<file path="src/rtl/controller_multicycle.sv">
// controller_multicycle: state sequencer for an RV32I-subset multicycle core
// (R-type, I-ALU, lw, sw, jal, jalr, beq, bne, lui) on a single-memory,
// single-ALU datapath.
//
// Ports:
//   clk, reset              rising-edge clock, asynchronous active-high reset
//   opcode, f3, zero        IR opcode/funct3 fields and ALU zero flag
//   pc_write, ir_write,
//   mem_write, reg_write    datapath write enables
//   adr_src, result_src,
//   alu_src_a, alu_src_b,
//   imm_src, alu_op         datapath mux selects / ALU decoder class
//   instr_done, illegal     last-cycle marker and unsupported-opcode flag
//   state                   current state code for debug
module controller_multicycle (
  input  logic       clk,
  input  logic       reset,
  input  logic [6:0] opcode,
  input  logic [2:0] f3,
  input  logic       zero,
  output logic       pc_write,
  output logic       adr_src,
  output logic       ir_write,
  output logic       mem_write,
  output logic       reg_write,
  output logic [1:0] result_src,
  output logic [1:0] alu_src_a,
  output logic [1:0] alu_src_b,
  output logic [2:0] imm_src,
  output logic [1:0] alu_op,
  output logic       instr_done,
  output logic       illegal,
  output logic [3:0] state
);

  typedef enum logic [3:0] {
    S_FETCH     = 4'd0,
    S_DECODE    = 4'd1,
    S_MEM_ADR   = 4'd2,
    S_MEM_READ  = 4'd3,
    S_MEM_WB    = 4'd4,
    S_MEM_WRITE = 4'd5,
    S_EX_R      = 4'd6,
    S_EX_I      = 4'd7,
    S_ALU_WB    = 4'd8,
    S_JAL       = 4'd9,
    S_BRANCH    = 4'd10,
    S_LUI       = 4'd11,
    S_JALR      = 4'd12,
    S_JALR_LINK = 4'd13
  } state_e;

  localparam logic [6:0] OP_LW   = 7'd3;
  localparam logic [6:0] OP_SW   = 7'd35;
  localparam logic [6:0] OP_R    = 7'd51;
  localparam logic [6:0] OP_I    = 7'd19;
  localparam logic [6:0] OP_JAL  = 7'd111;
  localparam logic [6:0] OP_BR   = 7'd99;
  localparam logic [6:0] OP_LUI  = 7'd55;
  localparam logic [6:0] OP_JALR = 7'd103;

  state_e state_q;

  logic pc_write_c, ir_write_c, mem_write_c, reg_write_c;
  logic instr_done_c, illegal_c, branch_take_c;

  // State register and transitions; unused codes 14/15 recover to FETCH
  always_ff @(posedge clk or posedge reset) begin
    if (reset) begin
      state_q <= S_FETCH;
    end else begin
      case (state_q)
        S_FETCH:  state_q <= S_DECODE;
        S_DECODE: begin
          case (opcode)
            OP_LW, OP_SW: state_q <= S_MEM_ADR;
            OP_R:         state_q <= S_EX_R;
            OP_I:         state_q <= S_EX_I;
            OP_JAL:       state_q <= S_JAL;
            OP_BR:        state_q <= S_BRANCH;
            OP_LUI:       state_q <= S_LUI;
            OP_JALR:      state_q <= S_JALR;
            default:      state_q <= S_FETCH;
          endcase
        end
        S_MEM_ADR:   state_q <= (opcode == OP_LW) ? S_MEM_READ : S_MEM_WRITE;
        S_MEM_READ:  state_q <= S_MEM_WB;
        S_EX_R:      state_q <= S_ALU_WB;
        S_EX_I:      state_q <= S_ALU_WB;
        S_JAL:       state_q <= S_ALU_WB;
        S_JALR:      state_q <= S_JALR_LINK;
        default:     state_q <= S_FETCH;
      endcase
    end
  end

  // beq takes on zero, bne on not-zero; other funct3 never redirect
  assign branch_take_c = ((f3 == 3'b000) & zero) | ((f3 == 3'b001) & ~zero);

  // State decode; zero/opcode only affect BRANCH, DECODE and MEM_ADR
  always_comb begin
    pc_write_c   = 1'b0;
    adr_src      = 1'b0;
    ir_write_c   = 1'b0;
    mem_write_c  = 1'b0;
    reg_write_c  = 1'b0;
    result_src   = 2'b00;
    alu_src_a    = 2'b00;
    alu_src_b    = 2'b00;
    imm_src      = 3'b000;
    alu_op       = 2'b00;
    instr_done_c = 1'b0;
    illegal_c    = 1'b0;
    case (state_q)
      S_FETCH: begin
        ir_write_c = 1'b1;
        pc_write_c = 1'b1;
        alu_src_b  = 2'b10;
        result_src = 2'b10;
      end
      S_DECODE: begin
        alu_src_a = 2'b01;
        alu_src_b = 2'b01;
        imm_src   = (opcode == OP_JAL) ? 3'b011 : 3'b010;
        case (opcode)
          OP_LW, OP_SW, OP_R, OP_I, OP_JAL, OP_BR, OP_LUI, OP_JALR: illegal_c = 1'b0;
          default: illegal_c = 1'b1;
        endcase
        instr_done_c = illegal_c;
      end
      S_MEM_ADR: begin
        alu_src_a = 2'b10;
        alu_src_b = 2'b01;
        imm_src   = (opcode == OP_LW) ? 3'b000 : 3'b001;
      end
      S_MEM_READ: adr_src = 1'b1;
      S_MEM_WB: begin
        result_src   = 2'b01;
        reg_write_c  = 1'b1;
        instr_done_c = 1'b1;
      end
      S_MEM_WRITE: begin
        adr_src      = 1'b1;
        mem_write_c  = 1'b1;
        instr_done_c = 1'b1;
      end
      S_EX_R: begin
        alu_src_a = 2'b10;
        alu_op    = 2'b10;
      end
      S_EX_I: begin
        alu_src_a = 2'b10;
        alu_src_b = 2'b01;
        alu_op    = 2'b11;
      end
      S_ALU_WB: begin
        reg_write_c  = 1'b1;
        instr_done_c = 1'b1;
      end
      S_JAL: begin
        alu_src_a  = 2'b01;
        alu_src_b  = 2'b10;
        pc_write_c = 1'b1;
      end
      S_BRANCH: begin
        alu_src_a    = 2'b10;
        alu_op       = 2'b01;
        pc_write_c   = branch_take_c;
        instr_done_c = 1'b1;
      end
      S_LUI: begin
        imm_src      = 3'b100;
        result_src   = 2'b11;
        reg_write_c  = 1'b1;
        instr_done_c = 1'b1;
      end
      S_JALR: begin
        alu_src_a  = 2'b10;
        alu_src_b  = 2'b01;
        result_src = 2'b10;
        pc_write_c = 1'b1;
      end
      S_JALR_LINK: begin
        alu_src_a    = 2'b01;
        alu_src_b    = 2'b10;
        result_src   = 2'b10;
        reg_write_c  = 1'b1;
        instr_done_c = 1'b1;
      end
      default: ;
    endcase
  end

  // Reset masks every enable immediately, independent of the clock
  assign pc_write   = pc_write_c   & ~reset;
  assign ir_write   = ir_write_c   & ~reset;
  assign mem_write  = mem_write_c  & ~reset;
  assign reg_write  = reg_write_c  & ~reset;
  assign instr_done = instr_done_c & ~reset;
  assign illegal    = illegal_c    & ~reset;
  assign state      = state_q;

endmodule

</file>
<file path="config.mk">
export PLATFORM = sky130hd
export DESIGN_NAME = controller_multicycle
export DESIGN_NICKNAME = d
export VERILOG_FILES = /design/src/rtl/controller_multicycle.sv
export SDC_FILE = /design/constraint.sdc
export NUM_CORES = 1
export LEC_CHECK = 0
export CAP_MARGIN = 10
export CELL_PAD_IN_SITES_DETAIL_PLACEMENT = 0
export CELL_PAD_IN_SITES_GLOBAL_PLACEMENT = 1
export CORE_ASPECT_RATIO = 1.25
export CORE_MARGIN = 10
export CORE_UTILIZATION = 25
export DETAILED_ROUTE_END_ITERATION = 6
export PLACE_DENSITY_LB_ADDON = 0.1
export SLEW_MARGIN = 40
export SYNTH_ARGS = -nofsm -noshare
export SYNTH_HDL_FRONTEND = slang
export SYNTH_SLANG_ARGS = --single-unit
</file>
<file path="constraint.sdc">
create_clock -name clk -period 1.5 [get_ports clk]
set_input_delay 0.225 -clock clk [delete_from_list [all_inputs] [get_ports clk]]
set_output_delay 0.225 -clock clk [all_outputs]
set_load 0.005 [all_outputs]
</file>
==> results.md, run 1 <==
* Total nets after synthesis at 126
* CTS tree: done
* Initial detailed-routing violation count at 37
* Switching power total at ~0.7 mW
* Clock network power share at under 10%
* Final net count at about 220
* Relative slew slack at 83.5%
* GR Util All Layers at between 10% and 20%
* Post-detailed-route via-to-cell ratio at slightly below 5
* Antenna cells at 0
* Final max-slew violation count at 0
* Total standard cell area after synthesis at roughly 770 um^2
* Violated checks: negative setup slack
* H-tree depth reported by CTS at 1
* Post-route DRC violation count at 0
* Largest net degree at the start of global routing at 11
* CP Launch Type: flop
* FMAX at ~590 MHz
* First-pass detailed-route iteration total at 4
* Commonest non-fill, non-tap cell in the layout: sky130_fd_sc_hd__buf_4
* Worst path required time at between 1 and 1.5 ns
* Worst-case setup margin in the final layout at -0.209 ns
* Part of the power in combinational logic at between 80% and 90%
* Final period utilization at 114%
* Ys flop type: sky130_fd_sc_hd__dfrtp_1
* Register-to-register setup slack at -0.08 ns
* Tmin final at ~1.7 ns
* Wire length of the first global-routing pass at about 5400 um
* Fraction of final layout cells with drive strength greater than 1 at 67.0%
* Clk Tree Root Cell: sky130_fd_sc_hd__clkbuf_4
* Die X at roughly 70 um
* Detail Route Antenna Nets at 0
* Post-Layout Cell Count at about 240
* Number of flip-flops under the largest register name at 4
* Max-Cap Viols at 0
* Worst path arrival time at about 1.5 ns
* Overall power after layout at between 1.5 and 2 mW
* Internal power at around 1.1 mW
* Sequential element share of the synthesized area at between 10% and 20%
* Min-Delay Startpoint: opcode[4]
* Total placed cells including tap cells at 212
* Reg2reg end: state[2]
* DPL Wire Length at between 2000 and 2500 um
* Initial Util at around a quarter
* Total of flip-flops plus latches after synthesis at 4
* RSZ-0062 raised after global routing: yes
* Port bufs at 34
* Final setup violation count at 21
* Number of fill cells at between 200 and 250
* Post-CTS Hold Buffers at 0
* Mean routed wirelength per cell at 15.1 um
* Overflow left after global routing at 0
* Max Clock Skew at about 0.0034 ns
* Min Hold Slack at 0.456 ns
* Leading cell types in the layout, fill and taps excluded: 40 x sky130_fd_sc_hd__buf_4, 30 x sky130_fd_sc_hd__buf_6, 15 x sky130_fd_sc_hd__buf_2
* Cell depth of the worst min-delay path at 4
* Synth-to-Final Area Change at 150%
* Post-synthesis area per instance at 6.78 um^2
* Global placer's final weighted congestion at slightly above 0.8
* Status: complete, but fails checks
* Number of enable flip-flop cells after synthesis at 0
* Distinct cells, synth at 43
* Areal power density over the cells at between 900 and 1000 nW/um^2
* Final routed wirelength across all metal layers at roughly 3700 um
* Type of the worst setup path: flop to output port
* Vias in the first global route at around 1.2k
* Final hold violations at 0
* Number of cells on the worst reg-to-reg path at 6
* Net switching share of the total power at between 30% and 40%
* Clock buffer count from CTS at 3
* Count of vias placed by the detailed router at between 1k and 1.5k
* Worst min-delay path endpoint: state[0]
* Worst vdd rail ir drop at ~0.69 mV
* Worst Tran Pin Value at around 0.25 ns
* Clock insertion delay at the later pin of the skew report at about 0.24 ns
* Reg-to-Reg Start: state[2]
* Relative contribution of sequential cells to total power at 9.4%
* Class of the most critical hold timing path: input port to flop
* Static leakage at roughly 0.92 nW
* Async set or reset register ratio after synthesis at 100%
* Std-Cell Rows at 22
* Buffer depth of the longest clock path at 2
* Number of ports placed on the die boundary at 35
* Synth Instances at around 110
* Number of sinks driven by the clock tree at 4
* Antenna violations before repair at 0
* Overall die height at 81.9 um
* Critical Path Fanout Max at 6
* Placeable Area at 2950 um^2
* Number of warning messages in the yosys log at 0
* Clock transition at the register clock pins on the worst setup and hold paths after CTS at roughly 0.040 ns
* Crit path capture type: output port
* Total die area at between 5000 and 6000 um^2
kinds of logic (layout without fill, tap and decap cells):
group / after synthesis / after routing / synth area share [%]
xor+xnor: 3 / 3 / 3.43
simple gates: 57 / 57 / 42.0
buf+inv: 16 / 109 / 11.4
compound gates: 31 / 31 / 27.3
mux: 2 / 2 / 2.78
flops: 4 / 4 / 13.1
metrics by stage:
stage          util (%)  TNS (ns)  instance area (um^2)  setup WS [ns]
2_1_floorplan         -         0                   772        0.00309
3_3_place_gp       47.8     -7.36                  1410         -0.712
3_5_place_dp       47.8     -7.61                  1410         -0.733
4_1_cts            55.6     -2.32                  1640         -0.175
5_1_grt            64.9     -3.56                  1910         -0.308
6_report           64.9     -2.19                  1910         -0.209
critical path, stage by stage (launching register included):
cell                      delay (ns)
sky130_fd_sc_hd__dfrtp_2        0.44
sky130_fd_sc_hd__buf_12         0.16
sky130_fd_sc_hd__nor3b_2        0.24
sky130_fd_sc_hd__a21oi_2        0.05
sky130_fd_sc_hd__nor2_1         0.09
sky130_fd_sc_hd__o21a_1         0.14
sky130_fd_sc_hd__buf_2          0.11
synthesized netlist by cell type (2+ instances only):
library cell | number | area (um^2)
sky130_fd_sc_hd__a21o_1 | 3 | 22.5
sky130_fd_sc_hd__a22oi_1 | 2 | 15.0
sky130_fd_sc_hd__nor2b_1 | 5 | 31.3
sky130_fd_sc_hd__nor3b_1 | 4 | 30.0
sky130_fd_sc_hd__inv_1 | 3 | 11.3
sky130_fd_sc_hd__dfrtp_1 | 4 | 100
sky130_fd_sc_hd__nand2_1 | 10 | 37.5
sky130_fd_sc_hd__and3_1 | 2 | 12.5
sky130_fd_sc_hd__buf_6 | 3 | 33.8
sky130_fd_sc_hd__a21oi_1 | 8 | 40.0
sky130_fd_sc_hd__xnor2_1 | 3 | 26.3
sky130_fd_sc_hd__clkbuf_1 | 6 | 22.5
sky130_fd_sc_hd__o21ai_0 | 5 | 25.0
sky130_fd_sc_hd__o21a_1 | 2 | 15.0
sky130_fd_sc_hd__nor2_1 | 14 | 52.6
sky130_fd_sc_hd__nand2b_1 | 4 | 25.0
sky130_fd_sc_hd__o22ai_1 | 3 | 18.8
sky130_fd_sc_hd__nor3_1 | 3 | 15.0
sky130_fd_sc_hd__or2b_1 | 2 | 15.0
sky130_fd_sc_hd__buf_2 | 4 | 20.0
power groups by stage:
stage               Clock [mW]  Sequential (mW)  Combinational (mW)
global placement             0            0.164                1.05
CTS                      0.140            0.164                1.18
floorplan                    0            0.140               0.470
finish                   0.135            0.170                1.50
detailed placement           0            0.164                1.05
global route             0.149            0.174                1.60
layer usage:
metal	wire length [um]	global-route usage, %	vias up
met5	0	0	-
met4	27	4.84	0
met3	61	1.09	4
met2	2250	25.0	25
met1	1330	10.0	584
li1	-	-	586
area by class of cell:
type	instances	area (um^2)	share of cell area, %
clock buffers	3	22.5	1.18
flip-flops and latches	4	105	5.50
repair buffers	103	901	47.1
multi-input cells	93	827	43.3
well taps	36	45.0	2.36
inverters	3	11.3	0.589
repair_timing:
item                       4_1_cts  5_1_grt
setup endpoints to repair       26       24
cloned                           0        0
resized for setup              128       51
setup buffers                   16       14
pin swaps                       18       25
how the worst max path moves through the flow:
| stage | end | slack, ns | cells past startpoint | start |
|---|---|---|---|---|
| after floorplan | instr_done | 0.003 | 6 | state[2] |
| after CTS | alu_src_b[1] | -0.17 | 6 | state[3] |
| after global placement | instr_done | -0.71 | 7 | opcode[4] |
| after global routing | reg_write | -0.31 | 6 | state[0] |
| final | reg_write | -0.21 | 6 | state[0] |
| after detailed placement | instr_done | -0.73 | 7 | opcode[4] |
No activity file was read; power rests on OpenSTA's default activity.
==> run 2: changes to the inputs <==
Settings changed: SLEW_MARGIN 40 to 25.
==> results of run 2 <==
Same layout as run 1: the final DEF is identical, and so are final timing and power.
==> run 3: changes to the inputs <==
Clock period 1.5 ns to 1.4 ns, I/O delays scaled along.
==> results.md, run 3 (synthesis results as in run 1) <==
* Status: complete, but fails checks
* Violated checks: negative setup slack
* Die X at 69.5 um
* Worst-case setup margin in the final layout at -0.338 ns
* Initial Util at ~26%
* Areal power density over the cells at slightly above 1000 nW/um^2
* Synth-to-Final Area Change at 143%
* Final net count at roughly 220
* Clock transition at the register clock pins on the worst setup and hold paths after CTS at ~0.04 ns
* Post-route DRC violation count at 0
* Max Clock Skew at between 0.0005 and 0.0006 ns
* Relative slew slack at a little over 80%
* Number of flip-flops under the largest register name at 4
* Leading cell types in the layout, fill and taps excluded: 48 x sky130_fd_sc_hd__buf_4, 24 x sky130_fd_sc_hd__buf_6, 17 x sky130_fd_sc_hd__buf_2
* H-tree depth reported by CTS at 1
* Final period utilization at 124%
* Port bufs at 34
* Antenna cells at 0
* RSZ-0062 raised after global routing: yes
* Final hold violations at 0
* Number of sinks driven by the clock tree at 4
* Max-Cap Viols at 0
* Overall die height at slightly above 80 um
* Net switching share of the total power at about two fifths
* Largest net degree at the start of global routing at 10
* Commonest non-fill, non-tap cell in the layout: sky130_fd_sc_hd__buf_4
* CTS tree: done
* Class of the most critical hold timing path: input port to async pin
* GR Util All Layers at between 10% and 20%
* Static leakage at 0.894 nW
* Fraction of final layout cells with drive strength greater than 1 at between 60% and 70%
* Worst path required time at between 1 and 1.5 ns
* Most used cell along the critical path: sky130_fd_sc_hd__buf_6
* Final routed wirelength across all metal layers at approximately 3600 um
* Switching power total at 0.734 mW
* Clock network power share at between 7 and 8%
* Initial detailed-routing violation count at between 40 and 50
* Part of the power in combinational logic at ~83%
* Post-route standard cell area excluding fillers at 1860 um^2
* Count of vias placed by the detailed router at ~1.2k
* Clock buffer count from CTS at 3
* Final setup violation count at 18
* Post-Layout Cell Count at 245
* Std-Cell Rows at 22
* Worst path arrival time at about 1.5 ns
* Critical Path Fanout Max at 6
* Cell chain of the critical path: buf_6 > nand2b_4 > buf_6 > buf_4 > nor2_4 > nand2_2 > o22ai_2 > buf_2
* M1 GR Usage at 11.5%
* Post-place setup slack at -0.846 ns
* Post-CTS Hold Buffers at 0
* Total die area at 5690 um^2
* Longest individual stage delay on the worst path at 0.42 ns
* Post-placement cell area at ~1400 um^2
* FMAX at roughly 580 MHz
* Internal power at ~1.2 mW
* Crit-path slowest cell: sky130_fd_sc_hd__dfrtp_2
* Number of ports placed on the die boundary at 35
* Worst vdd rail ir drop at approximately 0.56 mV
* Total placed cells including tap cells at approximately 210
* Buffer depth of the longest clock path at 2
* Tmin final at ~1.7 ns
* Global placer's final weighted congestion at 0.782
* Overall power after layout at 1.92 mW
* Overflow left after global routing at 0
* DPL Wire Length at roughly 2400 um
* Busiest metal layer after global routing: met2
* Antenna violations before repair at 0
* Placeable Area at between 2000 and 3000 um^2
* Type of the worst setup path: flop to output port
* Number of fill cells at 255
* GR met2 Demand/Resource at 25.2%
* Relative contribution of sequential cells to total power at a little under a tenth
* Crit path capture type: output port
* Met3 global-route usage at less than 1%
* First-pass detailed-route iteration total at 3
* Mean routed wirelength per cell at 14.6 um
* CP Launch Type: flop
* Final max-slew violation count at 0
* Worst Tran Pin Value at 0.253 ns
* Clk Tree Root Cell: sky130_fd_sc_hd__clkbuf_4
* Clock insertion delay at the later pin of the skew report at ~0.23 ns
* Wire length of the first global-routing pass at roughly 5800 um
* Post-detailed-route via-to-cell ratio at approximately 4.8
* Vias in the first global route at 1265
* Detail Route Antenna Nets at 0
-- run 3: worst paths after layout --
check                      startpoint         end  slack, ns  depth (start not counted)
min                             reset    state[2]       0.28                          4
min reg2reg                  state[2]    state[1]       0.79                          3
min in group clk            opcode[4]    state[0]       0.56                          5
max                          state[0]  instr_done      -0.34                          8
max reg2reg                  state[0]    state[3]      -0.28                          7
max in group asynchronous       reset    state[0]       1.01                          4
-- run 3: through the flow --
step / setup TNS [ns] / hold WS [ns] / util [%]
global placement: -9.27 / 0.688 / 48.0
CTS: -3.51 / 0.280 / 59.0
finish: -4.01 / 0.280 / 63.3
floorplan: -0.109 / -0.00227 / -
global route: -5.40 / 0.316 / 63.3
detailed placement: -9.41 / 0.695 / 48.0
-- run 3: layout make-up --
type | count | area, um^2 | area share (%)
Sequential cell | 4 | 103 | 5.51
Inverter | 3 | 11.3 | 0.604
Multi-Input combinational cell | 93 | 796 | 42.7
Tap cell | 36 | 45.0 | 2.42
Timing Repair Buffer | 106 | 886 | 47.5
Clock buffer | 3 | 22.5 | 1.21
-- run 3: per-layer routing --
layer  wire, um  share of wire, %  vias to the layer above
li1           -                 -                      592
met1       1400                39                      558
met2       2080                58                       18
met3         45               1.3                        4
met4         45               1.3                        0
met5          0                 0                        -
-- run 3: power by group through the flow --
stage	combinational, mW	sequential [mW]	clock [mW]
5_1_grt	1.72	0.184	0.152
3_5_place_dp	1.12	0.179	0
6_report	1.60	0.179	0.139
4_1_cts	1.38	0.181	0.146
2_1_floorplan	0.541	0.150	0
3_3_place_gp	1.11	0.178	0
-- run 3: worst max-delay path: cells and delay by family (launching register included) --
family	cells	cell delay (ns)
flops	1	0.42
simple gates	3	0.23
buf+inv	4	0.51
compound gates	1	0.14
-- run 3: repair_timing --
item / in CTS / in global routing
setup buffers: 21 / 10
setup endpoints to repair: 26 / 24
cloned: 1 / 0
gates resized for setup: 143 / 20
pin swaps: 23 / 12
